`config.mk`:
```
export PLATFORM = sky130hd
export DESIGN_NAME = tl_requester_flat
export DESIGN_NICKNAME = d
export VERILOG_FILES = /design/src/rtl/tl_requester_if.sv /design/src/rtl/tl_requester.sv /design/src/flat_wrapper.sv
export SDC_FILE = /design/constraint.sdc
export NUM_CORES = 1
export LEC_CHECK = 0
export BUFFER_PORTS_ARGS = -buffer_cell sky130_fd_sc_hd__buf_4
export CAP_MARGIN = 25
export CORE_MARGIN = 3
export CORE_UTILIZATION = 25
export CTS_BUF_LIST = sky130_fd_sc_hd__clkbuf_16
export CTS_CLUSTER_DIAMETER = 40
export CTS_CLUSTER_SIZE = 8
export DETAILED_ROUTE_END_ITERATION = 10
export PLACE_DENSITY = 0.55
export SETUP_SLACK_MARGIN = 0.2
export SYNTH_ARGS = -nofsm -noshare
export SYNTH_HDL_FRONTEND = slang
export SYNTH_SLANG_ARGS = --single-unit
```
`constraint.sdc`:
```
create_clock -name tlreq_clock_i -period 8.56 [get_ports tlreq_clock_i]
set_input_delay 0.856 -clock tlreq_clock_i [delete_from_list [all_inputs] [get_ports tlreq_clock_i]]
set_output_delay 0.856 -clock tlreq_clock_i [all_outputs]
set_load 0.05 [all_outputs]
```
`src/rtl/tl_requester_if.sv`:
```
// Command, write-data, TileLink A/D and response streams of the TL-UH requester.
// master is the requester's view; slave is the engine/interconnect side.
interface tl_requester_if #(
    parameter int unsigned TL_RS = 1,
    parameter int unsigned TL_AW = 32,
    parameter int unsigned TL_DW = 32
);
    logic                 tlreq_cmd_valid;
    logic                 tlreq_cmd_ready;
    logic                 tlreq_cmd_write;
    logic [3:0]           tlreq_cmd_size;
    logic [TL_AW-1:0]     tlreq_cmd_address;
    logic [TL_DW/8-1:0]   tlreq_cmd_mask;

    logic [TL_DW-1:0]     tlreq_wr_data;
    logic                 tlreq_wr_valid;
    logic                 tlreq_wr_ready;

    logic [2:0]           tlreq_a_opcode;
    logic [2:0]           tlreq_a_param;
    logic [3:0]           tlreq_a_size;
    logic [TL_RS-1:0]     tlreq_a_source;
    logic [TL_AW-1:0]     tlreq_a_address;
    logic [TL_DW/8-1:0]   tlreq_a_mask;
    logic [TL_DW-1:0]     tlreq_a_data;
    logic                 tlreq_a_corrupt;
    logic                 tlreq_a_valid;
    logic                 tlreq_a_ready;

    logic [2:0]           tlreq_d_opcode;
    logic [1:0]           tlreq_d_param;
    logic [3:0]           tlreq_d_size;
    logic [TL_RS-1:0]     tlreq_d_source;
    logic                 tlreq_d_denied;
    logic [TL_DW-1:0]     tlreq_d_data;
    logic                 tlreq_d_corrupt;
    logic                 tlreq_d_valid;
    logic                 tlreq_d_ready;

    logic [TL_DW-1:0]     tlreq_rsp_data;
    logic                 tlreq_rsp_last;
    logic                 tlreq_rsp_denied;
    logic                 tlreq_rsp_corrupt;
    logic                 tlreq_rsp_valid;
    logic                 tlreq_rsp_ready;

    modport master (
        input  tlreq_cmd_valid, tlreq_cmd_write, tlreq_cmd_size, tlreq_cmd_address,
               tlreq_cmd_mask, tlreq_wr_data, tlreq_wr_valid, tlreq_a_ready,
               tlreq_d_opcode, tlreq_d_param, tlreq_d_size, tlreq_d_source, tlreq_d_denied,
               tlreq_d_data, tlreq_d_corrupt, tlreq_d_valid, tlreq_rsp_ready,
        output tlreq_cmd_ready, tlreq_wr_ready, tlreq_a_opcode, tlreq_a_param, tlreq_a_size,
               tlreq_a_source, tlreq_a_address, tlreq_a_mask, tlreq_a_data, tlreq_a_corrupt,
               tlreq_a_valid, tlreq_d_ready, tlreq_rsp_data, tlreq_rsp_last,
               tlreq_rsp_denied, tlreq_rsp_corrupt, tlreq_rsp_valid
    );

    modport slave (
        output tlreq_cmd_valid, tlreq_cmd_write, tlreq_cmd_size, tlreq_cmd_address,
               tlreq_cmd_mask, tlreq_wr_data, tlreq_wr_valid, tlreq_a_ready,
               tlreq_d_opcode, tlreq_d_param, tlreq_d_size, tlreq_d_source, tlreq_d_denied,
               tlreq_d_data, tlreq_d_corrupt, tlreq_d_valid, tlreq_rsp_ready,
        input  tlreq_cmd_ready, tlreq_wr_ready, tlreq_a_opcode, tlreq_a_param, tlreq_a_size,
               tlreq_a_source, tlreq_a_address, tlreq_a_mask, tlreq_a_data, tlreq_a_corrupt,
               tlreq_a_valid, tlreq_d_ready, tlreq_rsp_data, tlreq_rsp_last,
               tlreq_rsp_denied, tlreq_rsp_corrupt, tlreq_rsp_valid
    );
endinterface

```
`src/rtl/tl_requester.sv`:
```
// Single-outstanding TL-UH initiator: command stream in, Get/PutFull/PutPartial out on A,
// D responses forwarded onto the response stream; sticky command/protocol error flags.
module tl_requester #(
    parameter int unsigned TL_RS     = 1,
    parameter int unsigned TL_AW     = 32,
    parameter int unsigned TL_DW     = 32,
    parameter int unsigned SOURCE_ID = 0
) (
    input  logic            tlreq_clock_i,
    input  logic            tlreq_reset_i,
    tl_requester_if.master  bus,
    output logic            tlreq_cmd_err_o,
    output logic            tlreq_proto_err_o
);
    localparam int unsigned LB = $clog2(TL_DW / 8);
    localparam logic [0:0] IDLE   = 1'b0;
    localparam logic [0:0] ACTIVE = 1'b1;

    logic [0:0]         st_q, st_d;
    logic               write_q, write_d;
    logic               multi_q, multi_d;
    logic [3:0]         size_q, size_d;
    logic [TL_AW-1:0]   addr_q, addr_d;
    logic [TL_DW/8-1:0] mask_q, mask_d;
    logic [11:0]        a_left_q, a_left_d;
    logic [11:0]        d_left_q, d_left_d;
    logic               cmd_err_q, cmd_err_d;
    logic               proto_err_q, proto_err_d;

    logic        active, a_go, d_go, d_ok, a_hs, d_hs;
    logic [11:0] n_beats;

    assign active = (st_q == ACTIVE);
    assign a_go   = active && (a_left_q != 12'd0);
    assign d_go   = active && (d_left_q != 12'd0);
    // Only a beat of the expected source/opcode inside the response window is forwarded.
    assign d_ok   = d_go && (bus.tlreq_d_source == TL_RS'(SOURCE_ID)) &&
                    (bus.tlreq_d_opcode == (write_q ? 3'd0 : 3'd1));

    assign bus.tlreq_cmd_ready   = !active;
    assign bus.tlreq_a_valid     = a_go && (write_q ? bus.tlreq_wr_valid : 1'b1);
    assign bus.tlreq_wr_ready    = a_go && write_q && bus.tlreq_a_ready;
    assign bus.tlreq_a_opcode    = write_q ? ((multi_q || (&mask_q)) ? 3'd0 : 3'd1) : 3'd4;
    assign bus.tlreq_a_param     = 3'd0;
    assign bus.tlreq_a_size      = size_q;
    assign bus.tlreq_a_source    = TL_RS'(SOURCE_ID);
    assign bus.tlreq_a_address   = addr_q;
    assign bus.tlreq_a_mask      = multi_q ? {(TL_DW/8){1'b1}} : mask_q;
    assign bus.tlreq_a_data      = write_q ? bus.tlreq_wr_data : '0;
    assign bus.tlreq_a_corrupt   = 1'b0;

    assign bus.tlreq_d_ready     = d_go ? bus.tlreq_rsp_ready : 1'b1;
    assign bus.tlreq_rsp_valid   = bus.tlreq_d_valid && d_ok;
    assign bus.tlreq_rsp_data    = write_q ? '0 : bus.tlreq_d_data;
    assign bus.tlreq_rsp_last    = (d_left_q == 12'd1);
    assign bus.tlreq_rsp_denied  = bus.tlreq_d_denied;
    assign bus.tlreq_rsp_corrupt = bus.tlreq_d_corrupt;

    assign a_hs = bus.tlreq_a_valid && bus.tlreq_a_ready;
    assign d_hs = bus.tlreq_d_valid && bus.tlreq_d_ready;

    assign tlreq_cmd_err_o   = cmd_err_q;
    assign tlreq_proto_err_o = proto_err_q;

    always_comb begin
        if (bus.tlreq_cmd_size <= 4'(LB)) begin
            n_beats = 12'd1;
        end else begin
            n_beats = 12'd1 << (bus.tlreq_cmd_size - 4'(LB));
        end
    end

    always_comb begin
        st_d        = st_q;
        write_d     = write_q;
        multi_d     = multi_q;
        size_d      = size_q;
        addr_d      = addr_q;
        mask_d      = mask_q;
        a_left_d    = a_left_q;
        d_left_d    = d_left_q;
        cmd_err_d   = cmd_err_q;
        proto_err_d = proto_err_q;
        if (!active) begin
            if (bus.tlreq_cmd_valid) begin
                if (bus.tlreq_cmd_size > 4'd12) begin
                    cmd_err_d = 1'b1;
                end else begin
                    write_d  = bus.tlreq_cmd_write;
                    multi_d  = (n_beats != 12'd1);
                    size_d   = bus.tlreq_cmd_size;
                    addr_d   = bus.tlreq_cmd_address;
                    mask_d   = bus.tlreq_cmd_mask;
                    a_left_d = bus.tlreq_cmd_write ? n_beats : 12'd1;
                    d_left_d = bus.tlreq_cmd_write ? 12'd1 : n_beats;
                    st_d     = ACTIVE;
                end
            end
        end else begin
            a_left_d = a_left_q - {11'd0, a_hs};
            d_left_d = d_left_q - {11'd0, d_hs && d_ok};
            if ((a_left_d == 12'd0) && (d_left_d == 12'd0)) begin
                st_d = IDLE;
            end
        end
        if (d_hs && !d_ok) begin
            proto_err_d = 1'b1;
        end
    end

    always_ff @(posedge tlreq_clock_i or negedge tlreq_reset_i) begin
        if (!tlreq_reset_i) begin
            st_q        <= IDLE;
            write_q     <= 1'b0;
            multi_q     <= 1'b0;
            size_q      <= 4'd0;
            addr_q      <= '0;
            mask_q      <= '0;
            a_left_q    <= 12'd0;
            d_left_q    <= 12'd0;
            cmd_err_q   <= 1'b0;
            proto_err_q <= 1'b0;
        end else begin
            st_q        <= st_d;
            write_q     <= write_d;
            multi_q     <= multi_d;
            size_q      <= size_d;
            addr_q      <= addr_d;
            mask_q      <= mask_d;
            a_left_q    <= a_left_d;
            d_left_q    <= d_left_d;
            cmd_err_q   <= cmd_err_d;
            proto_err_q <= proto_err_d;
        end
    end
endmodule

```
`src/flat_wrapper.sv`:
```
// flat-port wrapper written by rule: the top's interface ports become plain ports
module tl_requester_flat 
#(
    parameter int unsigned TL_RS     = 1,
    parameter int unsigned TL_AW     = 32,
    parameter int unsigned TL_DW     = 32,
    parameter int unsigned SOURCE_ID = 0
)
  (tlreq_clock_i, tlreq_reset_i, tlreq_cmd_err_o, tlreq_proto_err_o, bus_tlreq_cmd_valid, bus_tlreq_cmd_write, bus_tlreq_cmd_size, bus_tlreq_cmd_address, bus_tlreq_cmd_mask, bus_tlreq_wr_data, bus_tlreq_wr_valid, bus_tlreq_a_ready, bus_tlreq_d_opcode, bus_tlreq_d_param, bus_tlreq_d_size, bus_tlreq_d_source, bus_tlreq_d_denied, bus_tlreq_d_data, bus_tlreq_d_corrupt, bus_tlreq_d_valid, bus_tlreq_rsp_ready, bus_tlreq_cmd_ready, bus_tlreq_wr_ready, bus_tlreq_a_opcode, bus_tlreq_a_param, bus_tlreq_a_size, bus_tlreq_a_source, bus_tlreq_a_address, bus_tlreq_a_mask, bus_tlreq_a_data, bus_tlreq_a_corrupt, bus_tlreq_a_valid, bus_tlreq_d_ready, bus_tlreq_rsp_data, bus_tlreq_rsp_last, bus_tlreq_rsp_denied, bus_tlreq_rsp_corrupt, bus_tlreq_rsp_valid);
  tl_requester_if #(.TL_RS(TL_RS), .TL_AW(TL_AW), .TL_DW(TL_DW)) bus_i ();
  input  logic tlreq_clock_i;
  input  logic tlreq_reset_i;
  output logic tlreq_cmd_err_o;
  output logic tlreq_proto_err_o;
  input wire logic [$bits(bus_i.tlreq_cmd_valid)-1:0] bus_tlreq_cmd_valid;
  input wire logic [$bits(bus_i.tlreq_cmd_write)-1:0] bus_tlreq_cmd_write;
  input wire logic [$bits(bus_i.tlreq_cmd_size)-1:0] bus_tlreq_cmd_size;
  input wire logic [$bits(bus_i.tlreq_cmd_address)-1:0] bus_tlreq_cmd_address;
  input wire logic [$bits(bus_i.tlreq_cmd_mask)-1:0] bus_tlreq_cmd_mask;
  input wire logic [$bits(bus_i.tlreq_wr_data)-1:0] bus_tlreq_wr_data;
  input wire logic [$bits(bus_i.tlreq_wr_valid)-1:0] bus_tlreq_wr_valid;
  input wire logic [$bits(bus_i.tlreq_a_ready)-1:0] bus_tlreq_a_ready;
  input wire logic [$bits(bus_i.tlreq_d_opcode)-1:0] bus_tlreq_d_opcode;
  input wire logic [$bits(bus_i.tlreq_d_param)-1:0] bus_tlreq_d_param;
  input wire logic [$bits(bus_i.tlreq_d_size)-1:0] bus_tlreq_d_size;
  input wire logic [$bits(bus_i.tlreq_d_source)-1:0] bus_tlreq_d_source;
  input wire logic [$bits(bus_i.tlreq_d_denied)-1:0] bus_tlreq_d_denied;
  input wire logic [$bits(bus_i.tlreq_d_data)-1:0] bus_tlreq_d_data;
  input wire logic [$bits(bus_i.tlreq_d_corrupt)-1:0] bus_tlreq_d_corrupt;
  input wire logic [$bits(bus_i.tlreq_d_valid)-1:0] bus_tlreq_d_valid;
  input wire logic [$bits(bus_i.tlreq_rsp_ready)-1:0] bus_tlreq_rsp_ready;
  output wire logic [$bits(bus_i.tlreq_cmd_ready)-1:0] bus_tlreq_cmd_ready;
  output wire logic [$bits(bus_i.tlreq_wr_ready)-1:0] bus_tlreq_wr_ready;
  output wire logic [$bits(bus_i.tlreq_a_opcode)-1:0] bus_tlreq_a_opcode;
  output wire logic [$bits(bus_i.tlreq_a_param)-1:0] bus_tlreq_a_param;
  output wire logic [$bits(bus_i.tlreq_a_size)-1:0] bus_tlreq_a_size;
  output wire logic [$bits(bus_i.tlreq_a_source)-1:0] bus_tlreq_a_source;
  output wire logic [$bits(bus_i.tlreq_a_address)-1:0] bus_tlreq_a_address;
  output wire logic [$bits(bus_i.tlreq_a_mask)-1:0] bus_tlreq_a_mask;
  output wire logic [$bits(bus_i.tlreq_a_data)-1:0] bus_tlreq_a_data;
  output wire logic [$bits(bus_i.tlreq_a_corrupt)-1:0] bus_tlreq_a_corrupt;
  output wire logic [$bits(bus_i.tlreq_a_valid)-1:0] bus_tlreq_a_valid;
  output wire logic [$bits(bus_i.tlreq_d_ready)-1:0] bus_tlreq_d_ready;
  output wire logic [$bits(bus_i.tlreq_rsp_data)-1:0] bus_tlreq_rsp_data;
  output wire logic [$bits(bus_i.tlreq_rsp_last)-1:0] bus_tlreq_rsp_last;
  output wire logic [$bits(bus_i.tlreq_rsp_denied)-1:0] bus_tlreq_rsp_denied;
  output wire logic [$bits(bus_i.tlreq_rsp_corrupt)-1:0] bus_tlreq_rsp_corrupt;
  output wire logic [$bits(bus_i.tlreq_rsp_valid)-1:0] bus_tlreq_rsp_valid;
  assign bus_i.tlreq_cmd_valid = bus_tlreq_cmd_valid;
  assign bus_i.tlreq_cmd_write = bus_tlreq_cmd_write;
  assign bus_i.tlreq_cmd_size = bus_tlreq_cmd_size;
  assign bus_i.tlreq_cmd_address = bus_tlreq_cmd_address;
  assign bus_i.tlreq_cmd_mask = bus_tlreq_cmd_mask;
  assign bus_i.tlreq_wr_data = bus_tlreq_wr_data;
  assign bus_i.tlreq_wr_valid = bus_tlreq_wr_valid;
  assign bus_i.tlreq_a_ready = bus_tlreq_a_ready;
  assign bus_i.tlreq_d_opcode = bus_tlreq_d_opcode;
  assign bus_i.tlreq_d_param = bus_tlreq_d_param;
  assign bus_i.tlreq_d_size = bus_tlreq_d_size;
  assign bus_i.tlreq_d_source = bus_tlreq_d_source;
  assign bus_i.tlreq_d_denied = bus_tlreq_d_denied;
  assign bus_i.tlreq_d_data = bus_tlreq_d_data;
  assign bus_i.tlreq_d_corrupt = bus_tlreq_d_corrupt;
  assign bus_i.tlreq_d_valid = bus_tlreq_d_valid;
  assign bus_i.tlreq_rsp_ready = bus_tlreq_rsp_ready;
  assign bus_tlreq_cmd_ready = bus_i.tlreq_cmd_ready;
  assign bus_tlreq_wr_ready = bus_i.tlreq_wr_ready;
  assign bus_tlreq_a_opcode = bus_i.tlreq_a_opcode;
  assign bus_tlreq_a_param = bus_i.tlreq_a_param;
  assign bus_tlreq_a_size = bus_i.tlreq_a_size;
  assign bus_tlreq_a_source = bus_i.tlreq_a_source;
  assign bus_tlreq_a_address = bus_i.tlreq_a_address;
  assign bus_tlreq_a_mask = bus_i.tlreq_a_mask;
  assign bus_tlreq_a_data = bus_i.tlreq_a_data;
  assign bus_tlreq_a_corrupt = bus_i.tlreq_a_corrupt;
  assign bus_tlreq_a_valid = bus_i.tlreq_a_valid;
  assign bus_tlreq_d_ready = bus_i.tlreq_d_ready;
  assign bus_tlreq_rsp_data = bus_i.tlreq_rsp_data;
  assign bus_tlreq_rsp_last = bus_i.tlreq_rsp_last;
  assign bus_tlreq_rsp_denied = bus_i.tlreq_rsp_denied;
  assign bus_tlreq_rsp_corrupt = bus_i.tlreq_rsp_corrupt;
  assign bus_tlreq_rsp_valid = bus_i.tlreq_rsp_valid;
  tl_requester #(.TL_RS(TL_RS), .TL_AW(TL_AW), .TL_DW(TL_DW), .SOURCE_ID(SOURCE_ID)) u_core (.tlreq_clock_i(tlreq_clock_i), .tlreq_reset_i(tlreq_reset_i), .bus(bus_i), .tlreq_cmd_err_o(tlreq_cmd_err_o), .tlreq_proto_err_o(tlreq_proto_err_o));
endmodule
```
* Word level (Yosys, flattened, before mapping)
Index checks and enable logic that the tools add are counted.
** Word-level totals
- Bits in registers :: 69
- Input port bits :: 124
- Word-level logic and storage cells :: 69
** Operators by class
- Magnitude comparators :: 2
- Bitwise operators :: 3
- Shifts and indexed selects :: 1
- Mux-type cells :: 21
- Eq/ne operators :: 4
- Add/sub/neg operators :: 3
- Reduce and logical (&&, ||, !) cells :: 25
** Operator list (number)
- two-way mux 12 bit :: 9
- two-way mux 32 bit :: 2
- zero test 12 bit :: 2
- nonzero test 12 bit :: 2
- subtractor 12 x 1 -> 12 bit :: 2
- logical AND 1 bit :: 13
- equality test 12 x 1 -> 1 bit (second input constant) :: 1
- != test 12 x 1 -> 1 bit (second input constant) :: 1
- left shift 1 x 4 -> 12 bit (first input constant) :: 1
- two-way mux 1 bit :: 8
- AND reduction 3 bit :: 2
- greater-than comparator 4 bit (second input constant) :: 1
- <= comparator 4 x 2 -> 1 bit (second input constant) :: 1
- two-way mux 4 bit :: 1
- AND reduction 4 bit :: 1
- subtractor 4 x 2 -> 4 bit (second input constant) :: 1
- equality test 3 bit :: 1
- two-way mux 3 bit :: 1
- NOT 1 bit :: 3
- zero test 1 bit :: 2
- != test 2 x 1 -> 1 bit (second input constant) :: 1
- AND reduction 2 bit :: 1
- nonzero test 2 bit :: 1
- logical OR 1 bit :: 1

* Depth between registers and ports, before layout
Gate-level depths: netlist (run 1).
- Depth in word-level cells :: 10
- Mapped depth :: 13

* Least setup slack after synthesis (run 1)
No wires, ideal clock.
- Path type :: in2reg
- Start :: in bus_tlreq_d_source
- End :: reg u_core.st_q, in the netlist u_core.active
- Required time :: 8.427 ns
- Stages :: 10
- Data arrival time :: 4.132 ns
- Slack :: 4.295 ns
- Cells stage by stage :: or4_1 > nor3_1 > and2_1 > ha_1 > ha_1 > nor3b_2 > nand2_1 > mux2_2 > o31ai_1 > a31oi_1
** On the way
- Cells in the longest elaborated chain, start to end :: 9
** Ends and longest elaborated chain
- start: declaration :: line flat_wrapper.sv:26 : input wire logic [$bits(bus_i.tlreq_d_source)-1:0] bus_tlreq_d_source;
- NOT 1 bit :: line tl_requester.sv:37 : assign d_ok = d_go && (bus.tlreq_d_source == TL_RS'(SOURCE_ID)) &&
- logical AND 1 bit (2 in a row) :: line tl_requester.sv:37
- logical AND 1 bit :: line tl_requester.sv:101 : d_left_d = d_left_q - {11'd0, d_hs && d_ok};
- subtractor 12 x 1 -> 12 bit :: line tl_requester.sv:101
- zero test 12 bit :: line tl_requester.sv:102 : if ((a_left_d == 12'd0) && (d_left_d == 12'd0)) begin
- logical AND 1 bit :: line tl_requester.sv:102
- two-way mux 1 bit :: line tl_requester.sv:102
- two-way mux 1 bit :: line tl_requester.sv:84 : if (!active) begin
- via u_core.st_d :: line tl_requester.sv:19 : logic [0:0] st_q, st_d;
- end signal: assignment :: line tl_requester.sv:124 : st_q <= st_d;
- end: declaration :: line tl_requester.sv:19
The timed path passes the listed nets, and every way through them passes these cells.
A chain may end at the register's enable or synchronous reset.

* Worst setup path in the final report (run 1)
- Start :: reg u_core.write_q
- End :: reg u_core.st_q, in the netlist u_core.active
** On the way
- Cells in the longest elaborated chain, start to end :: 9
- Elaborated cells on any way between the ends :: 14
** Ends and longest elaborated chain
- start: declaration :: line tl_requester.sv:20 : logic write_q, write_d;
- start signal: assignment :: line tl_requester.sv:125 : write_q <= write_d;
- two-way mux 1 bit :: line tl_requester.sv:38 : (bus.tlreq_d_opcode == (write_q ? 3'd0 : 3'd1));
- equality test 3 bit :: line tl_requester.sv:38
- logical AND 1 bit :: line tl_requester.sv:37
- logical AND 1 bit :: line tl_requester.sv:101
- subtractor 12 x 1 -> 12 bit :: line tl_requester.sv:101
- zero test 12 bit :: line tl_requester.sv:102
- logical AND 1 bit (*) :: line tl_requester.sv:102
- two-way mux 1 bit (*) :: line tl_requester.sv:102
- two-way mux 1 bit (*) :: line tl_requester.sv:84
- via u_core.st_d :: line tl_requester.sv:19
Mark *: on every way through the listed nets, which the timed path passes. The rest lies on a longest branch.

==> results of run 1 <==
## registers in the layout, indices dropped and copies added (netlist names)
name and flops:
u_core.multi_q 1, u_core.mask_q 4, u_core.tlreq_proto_err_o 1, u_core.bus.tlreq_a_size 4
u_core.d_left_q 12, u_core.a_left_q 12, u_core.write_q 1, u_core.tlreq_cmd_err_o 1
u_core.bus.tlreq_a_address 32, u_core.active 1
## final cells by class
type	instances	share of cell area
timing repair buffer	233	0.278
tap	216	0.0426
sequential	69	0.272
clock inverter	7	0.0130
multi-input combinational	387	0.351
clock buffer	9	0.0355
inverter	14	0.00829
## worst min-delay path, delay by kind of cell (launching register included)
kind	cells	cell delay, ns
flops	1	0.34
simple gates	2	0.10
## synthesized netlist by cell type, drive strengths merged (2+ instances only)
| library cell | count |
|---|---|
| a21oi | 7 |
| a221o | 5 |
| a22oi | 7 |
| a31oi | 3 |
| a32oi | 2 |
| and2 | 36 |
| and3b | 2 |
| buf | 16 |
| clkbuf | 21 |
| dfrtp | 69 |
| ha | 7 |
| inv | 13 |
| nand2 | 141 |
| nand2b | 3 |
| nand3 | 7 |
| nand4b | 2 |
| nor2 | 16 |
| nor2b | 39 |
| nor3 | 14 |
| nor3b | 2 |
| nor4 | 5 |
| nor4b | 2 |
| o211ai | 5 |
| o21ai | 20 |
| o21bai | 2 |
| o221ai | 6 |
| or2 | 6 |
| or3 | 2 |
| or4 | 3 |
| xnor2 | 10 |
| xor2 | 9 |
## final timing paths
path / endpoint / cells past startpoint
min in group asynchronous: u_core.tlreq_proto_err_o / 1
worst max-delay path: u_core.active / 12
worst max register to register: u_core.active / 12
max in group asynchronous: u_core.a_left_q[8] / 1
worst min register to register: u_core.bus.tlreq_a_address[13] / 2
worst min-delay path: u_core.bus.tlreq_a_address[13] / 2
## power by group through the flow
stage	registers, uW	logic (uW)	clock network (uW)
after global routing	622	1580	415
after floorplan	840	797	0
after global placement	593	1490	0
final	600	1490	384
after CTS	598	1500	400
after detailed placement	599	1500	0
## per-layer routing
layer,up-vias,routed length [um]
met5,-,0
met1,1981,6640
met2,144,7070
met4,0,363
met3,24,1050
li1,2087,-
## placed cells by master, fill, tap and decap left out, drive strengths merged, types with 7 or more instances in the layout
master	Yosys	final
buf	16	233
nand2	141	141
dfrtp	69	69
nor2b	39	39
and2	36	36
o21ai	20	20
nor2	16	16
inv	13	16
nor3	14	14
xnor2	10	10
xor2	9	9
clkbuf	21	9
a21oi	7	7
nand3	7	7
a22oi	7	7
ha	7	7
## stage by stage
step / setup slack (ns) / util
3_5_place_dp: 4.82 / 0.373
4_1_cts: 4.97 / 0.392
3_3_place_gp: 4.88 / 0.373
2_1_floorplan: 4.29 / -
5_1_grt: 4.60 / 0.394
6_report: 4.95 / 0.394
## cells by family (layout without fill, tap and decap cells)
family	count (synthesis)	count (layout)	synth area share
AOI/OAI and AO/OA	69	69	0.115
xor gates and xnor gates	19	19	0.0400
adders and majority gates	7	7	0.0210
buffers and inverters	51	263	0.0574
DFF	69	69	0.415
muxes	1	1	0.00270
other	1	6	0.000900
and+or+nand+nor	285	285	0.348
==> summary.md, run 1 <==
| Metric | Value |
|---|---|
| Critical Path, Cell by Cell | `buf_4 > xnor2_1 > or4_1 > nor3_1 > and2_1 > ha_1 > ha_1 > nor3b_2 > nand2_1 > mux2_2 > o31ai_1 > a31oi_1` |
| GP Congestion | `0.943` |
| TNS Setup | `0 ns` |
| Via count | `roughly 4200` |
| Hold path start | `u_core.bus.tlreq_a_address[13]` |
| Area occupied by multi-input gates | `0.00222 sq mm` |
| R2R Path Start | `u_core.write_q` |
| Pwr Total | `2470 uW` |
| Gate power share | `0.603` |
| CP required | `8.76 ns` |
| Max Clk Rate | `0.277 GHz` |
| Routed WL | `15100 um` |
| Crit path DAT | `3.81 ns` |
| Detailed placement HPWL | `11600 um` |
| Final setup violation count | `0` |
| Share of post-route cells with drive strength above 1 | `0.373` |
| Post-layout nets | `roughly 850` |
| First-pass DRT Iterations | `5` |
| Placed Area | `about 0.0060 sq mm` |
| Yosys Warn Count | `0` |
| Initial Utilization | `0.258` |
| Clk slew on worst S/H paths | `0.06 ns` |
| Synthesized cell area | `0.00417 sq mm` |
| Synthesized instance count | `502` |
| P_leak | `about 0.0032 uW` |
| H-tree depth | `3` |
| Die H | `135 um` |
| Non-Filler Instances | `935` |
| Top_reg_cell synth | `dfrtp_1` |
| RSZ-0062 raised after global routing | `false` |
| WL/cell | `16.2 um` |
| Vias in the first global route | `4356` |
| I/O pins | `246` |
| Post-CTS Resized | `0` |
| Reg-to-reg setup timing slack | `4.95 ns` |
| CTS tree | `yes` |
| Largest net degree at the start of global routing | `70` |
| Net Sw Frac | `0.531` |
| Clock group share of total power | `0.155` |
| Post-route minimum period | `3.61 ns` |
| Post-synthesis cell type count | `between 60 and 70` |
| Layout area overhead | `52.3%` |
| Register area share after synthesis | `0.415` |
| Worst Hold Class | `reg2reg` |
| Pint | `approximately 1200 uW` |
| Fin area | `about 0.0063 sq mm` |
| Initial antenna violation count | `0` |
| Most used cell, CP | `ha_1` |
| Seq pwr share | `0.242` |
| Switch Pwr | `1310 uW` |
| TritonCTS Sinks | `69` |
| Slew @ Worst Pin | `0.921 ns` |
| GRT Resource Usage Total | `0.166` |
| Post-synth top area cell | `dfrtp_1` |
| CP Capture Type | `flop` |
| Maximum vdd drop | `about 0.25 mV` |
| Root buffer cell | `clkbuf_16` |
| WS Path Type | `reg2reg` |
| Final Hold Fails | `0` |
| Synth async-reset ratio | `1.00` |
| Global-route layer with the greatest usage | `met2` |
| Critical path launch point type | `flop` |
| Die W | `approximately 140 um` |
| Die area | `approximately 0.018 sq mm` |
| Syn Area/Cell | `8.30 sq um` |
| Post-route DRC | `0` |
| Status | `complete, no violations` |
| Hold Buf Count CTS | `0` |
| CP top delay family | `simple AND/OR/NAND/NOR gates` |
| Row count | `46` |
| Fill cells | `around 1700` |
| Clock skew | `between 0.004 and 0.005 ns` |
| Placed Cells incl. Taps | `918` |
| Routed Antenna Nets | `0` |
| Crit path launch | `u_core.write_q` |
| Clk_lat worst skew | `0.34 ns` |
| Clock Tree Buf Depth | `2` |
| Setup Fix Bufs, Post-CTS | `0` |
| Number of vias per cell | `4.53` |
| CTS buffer count | `9` |
| PD cells | `390 mW/mm^2` |
| Share of the synthesized area in the top cell type | `0.415` |
| M2 GR Usage | `0.260` |
| Core area | `0.0161 sq mm` |
| Top cells by area, synth | `dfrtp_1 (41%), nand2_1 (13%), nor2b_1 (5.9%), and2_1 (5.4%), o21ai_0 (2.3%)` |
| Met3 Usage GRT | `0.0484` |
| Gr ovfl total | `0` |
| Number of synthesized register bits | `a little under 70` |
| Hold_ws | `roughly 0.48 ns` |
| First-pass GRT wire length | `about 24000 um` |
| Final Max Tran Viols | `0` |
| Antenna cells | `0` |
| Fin crit share | `0.421` |
| Grt met1 use | `0.222` |
| CP Buf/Inv Count | `1` |
| Max Cap Viol | `0` |
| CP peak stage delay | `0.45 ns` |
| Crit-path max FO | `68` |
| FF/Latch Area | `between 0.0015 and 0.002 sq mm` |
| Iter 0 DRT Violations | `323` |
| Crit path max-delay cell type | `buf_4` |
| Port buffer count | `229` |
| Worst slew margin | `0.386` |
| Post-synth EDFFs | `0` |
Power figures use the tool's default switching activity.
==> inputs of run 2 (changes only) <==
--- a/config.mk
+++ b/config.mk
@@ -13,7 +13,7 @@
 export CTS_CLUSTER_DIAMETER = 40
 export CTS_CLUSTER_SIZE = 8
 export DETAILED_ROUTE_END_ITERATION = 10
-export PLACE_DENSITY = 0.55
+export PLACE_DENSITY = 0.57
 export SETUP_SLACK_MARGIN = 0.2
 export SYNTH_ARGS = -nofsm -noshare
 export SYNTH_HDL_FRONTEND = slang
==> constraint.sdc (replaced) <==
create_clock -name tlreq_clock_i -period 3 [get_ports tlreq_clock_i]
set_input_delay 0.3 -clock tlreq_clock_i [delete_from_list [all_inputs] [get_ports tlreq_clock_i]]
set_output_delay 0.3 -clock tlreq_clock_i [all_outputs]
set_load 0.05 [all_outputs]
==> summary.md, run 2 (synthesized netlist as in run 1, its figures left out) <==
| Metric | Value |
|---|---|
| Clk slew on worst S/H paths | `0.06 ns (about the same)` |
| Crit path max-delay cell type | `or4_4 (was buf_4)` |
| H-tree depth | `3 (unchanged)` |
| Pwr Total | `7630 uW (was 2470 uW)` |
| TritonCTS Sinks | `69 (unchanged)` |
| Max reg flops | `32 (unchanged)` |
| CP Buf/Inv Count | `1 (unchanged)` |
| CP Capture Type | `flop (unchanged)` |
| CP required | `3.21 ns (was 8.76 ns)` |
| First-pass GRT wire length | `24000 um (was 23900 um)` |
| Most used cell, CP | `ha_4 (was ha_1)` |
| CP top delay family | `simple AND/OR/NAND/NOR gates (unchanged)` |
| Final Max Tran Viols | `0 (unchanged)` |
| Placed Area | `0.00635 sq mm (was 0.00601 sq mm)` |
| Die H | `135 um (unchanged)` |
| Row count | `46 (unchanged)` |
| First-pass DRT Iterations | `5 (unchanged)` |
| Status | `complete, no violations (unchanged)` |
| Die W | `135 um (unchanged)` |
| Global-route layer with the greatest usage | `met2 (unchanged)` |
| Max Cap Viol | `0 (unchanged)` |
| Root buffer cell | `clkbuf_16 (unchanged)` |
| M2 GR Usage | `0.254 (was 0.260)` |
| Final worst-path setup slack | `0.0885 ns (was 4.95 ns)` |
| Fill cells | `1649 (was 1681)` |
| Crit-path max FO | `8 (was 68)` |
| Maximum vdd drop | `0.647 mV (was 0.253 mV)` |
| Clock Tree Buf Depth | `2 (unchanged)` |
| Port buffer count | `229 (unchanged)` |
| CTS tree | `yes (unchanged)` |
| PD cells | `1100 mW/mm^2 (was 390 mW/mm^2)` |
| Grt met1 use | `0.220 (was 0.222)` |
| Max Clk Rate | `0.343 GHz (was 0.277 GHz)` |
| Critical path launch point type | `flop (unchanged)` |
| I/O pins | `246 (unchanged)` |
| Final Hold Fails | `0 (unchanged)` |
| Area occupied by multi-input gates | `0.00243 sq mm (was 0.00222 sq mm)` |
| Final setup violation count | `0 (unchanged)` |
| Crit path DAT | `3.12 ns (was 3.81 ns)` |
| FF/Latch Area | `0.00173 sq mm (about the same)` |
| Routed WL | `15500 um (was 15100 um)` |
| Hold Buf Count CTS | `0 (unchanged)` |
| Routed Antenna Nets | `0 (unchanged)` |
| Share of post-route cells with drive strength above 1 | `0.444 (was 0.373)` |
| Vias in the first global route | `4513 (was 4356)` |
| Detailed placement HPWL | `11700 um (was 11600 um)` |
| Post-layout nets | `890 (was 845)` |
| TNS Setup | `0 ns (unchanged)` |
| P_leak | `0.00349 uW (was 0.00318 uW)` |
| GP Congestion | `0.862 (was 0.943)` |
| Worst slack, placed | `0.0247 ns (was 4.82 ns)` |
| Fin area | `0.00692 sq mm (was 0.00634 sq mm)` |
| Post-route minimum period | `2.91 ns (was 3.61 ns)` |
| RSZ-0062 raised after global routing | `true (was false)` |
| Gr ovfl total | `0 (unchanged)` |
| Initial antenna violation count | `0 (unchanged)` |
| Clock skew | `0.00976 ns (was 0.00408 ns)` |
| Iter 0 DRT Violations | `304 (was 323)` |
| GRT Resource Usage Total | `0.165 (was 0.166)` |
| Clk_lat worst skew | `0.34 ns (about the same)` |
| Via count | `4416 (was 4236)` |
| Number of vias per cell | `4.51 (was 4.53)` |
| Slew @ Worst Pin | `0.901 ns (was 0.921 ns)` |
| CTS buffer count | `9 (unchanged)` |
| Die area | `0.0182 sq mm (unchanged)` |
| Initial Utilization | `0.258 (unchanged)` |
| Commonest cells after routing, fill and taps aside | `buf_4 (273), nand2_1 (137), dfrtp_1 (68) (was buf_4 (232), nand2_1 (141), dfrtp_1 (69))` |
| Worst slew margin | `0.399 (was 0.386)` |
| Layout area overhead | `66.2% (was 52.3%)` |
| WS Path Type | `reg2reg (unchanged)` |
| Commonest non-fill, non-tap cell in the layout | `buf_4 (unchanged)` |
| Core area | `0.0161 sq mm (unchanged)` |
| WL/cell | `15.8 um (was 16.2 um)` |
| Antenna cells | `0 (unchanged)` |
| Largest net degree at the start of global routing | `70 (unchanged)` |
| Critical Path, Cell by Cell | `buf_12 > xnor2_2 > or4_4 > nor3_4 > and2_4 > ha_4 > ha_4 > nor3b_4 > nand2_2 > mux2_2 > o31ai_2 > a31oi_1 (was buf_4 > xnor2_1 > or4_1 > nor3_1 > and2_1 > ha_1 > ha_1 > nor3b_2 > nand2_1 > mux2_2 > o31ai_1 > a31oi_1)` |
| CP peak stage delay | `0.44 ns (was 0.45 ns)` |
| Fin crit share | `0.971 (was 0.421)` |
| Worst Hold Class | `in2async (was reg2reg)` |
| Post-route DRC | `0 (unchanged)` |
| Met3 Usage GRT | `0.0633 (was 0.0484)` |
run 2: cell types whose count changed in the layout (fill, tap and decap cells not counted), moves of 3 or more:
cell,delta
nand3_2,+3
nand2_1,-4
ha_1,-5
xnor2_2,+5
o21ai_0,-5
xnor2_1,-5
nand3_1,-3
nand2_2,+3
o21ai_1,+5
ha_4,+4
buf_4,+41
run 2: path summary, 6_finish.rpt:
path	start	endpoint	slack (ns)	cells past startpoint
min reg2reg	u_core.bus.tlreq_a_address[19]	u_core.bus.tlreq_a_address[19]	0.47	2
max in group asynchronous	tlreq_reset_i	u_core.write_q	2.26	1
min	tlreq_reset_i	u_core.d_left_q[3]	0.08	1
max reg2reg	u_core.write_q	u_core.active	0.09	12
max	u_core.write_q	u_core.active	0.09	12
min in group tlreq_clock_i	bus_tlreq_cmd_address[29]	u_core.bus.tlreq_a_address[29]	0.15	3
run 2: stage by stage:
stage | cells | utilization | hold WS, ns
after global routing | 980 | 0.430 | 0.135
after global placement | 951 | 0.394 | 0.460
final | 980 | 0.430 | 0.0813
after detailed placement | 951 | 0.394 | 0.464
after CTS | 971 | 0.418 | 0.126
after floorplan | 507 | - | 0.00441
run 2: cell type report:
| class | instances | area share |
|---|---|---|
| clock buffer | 9 | 0.0325 |
| clock inverter | 7 | 0.00958 |
| inverter | 14 | 0.00759 |
| multi-input combinational | 387 | 0.351 |
| sequential | 69 | 0.250 |
| tap | 216 | 0.0390 |
| timing repair buffer | 278 | 0.311 |
run 2: repair_timing:
item	4_1_cts	5_1_grt
cloned	1	1
endpoints found under the setup margin	4	9
gates resized for setup	6	23
pin swaps	13	9
buffers inserted	3	8
run 2: report_power, final:
group / internal [uW] / total [uW] / switching (uW)
Sequential: 1330 / 1620 / 285
Clock: 640 / 1050 / 414
Combinational: 1730 / 4960 / 3220
Total: 3710 / 7630 / 3920
run 2: layer usage:
layer	vias to the layer above	wire, um
li1	2175	-
met1	2094	6800
met2	136	7410
met3	11	1140
met4	0	138
met5	-	0
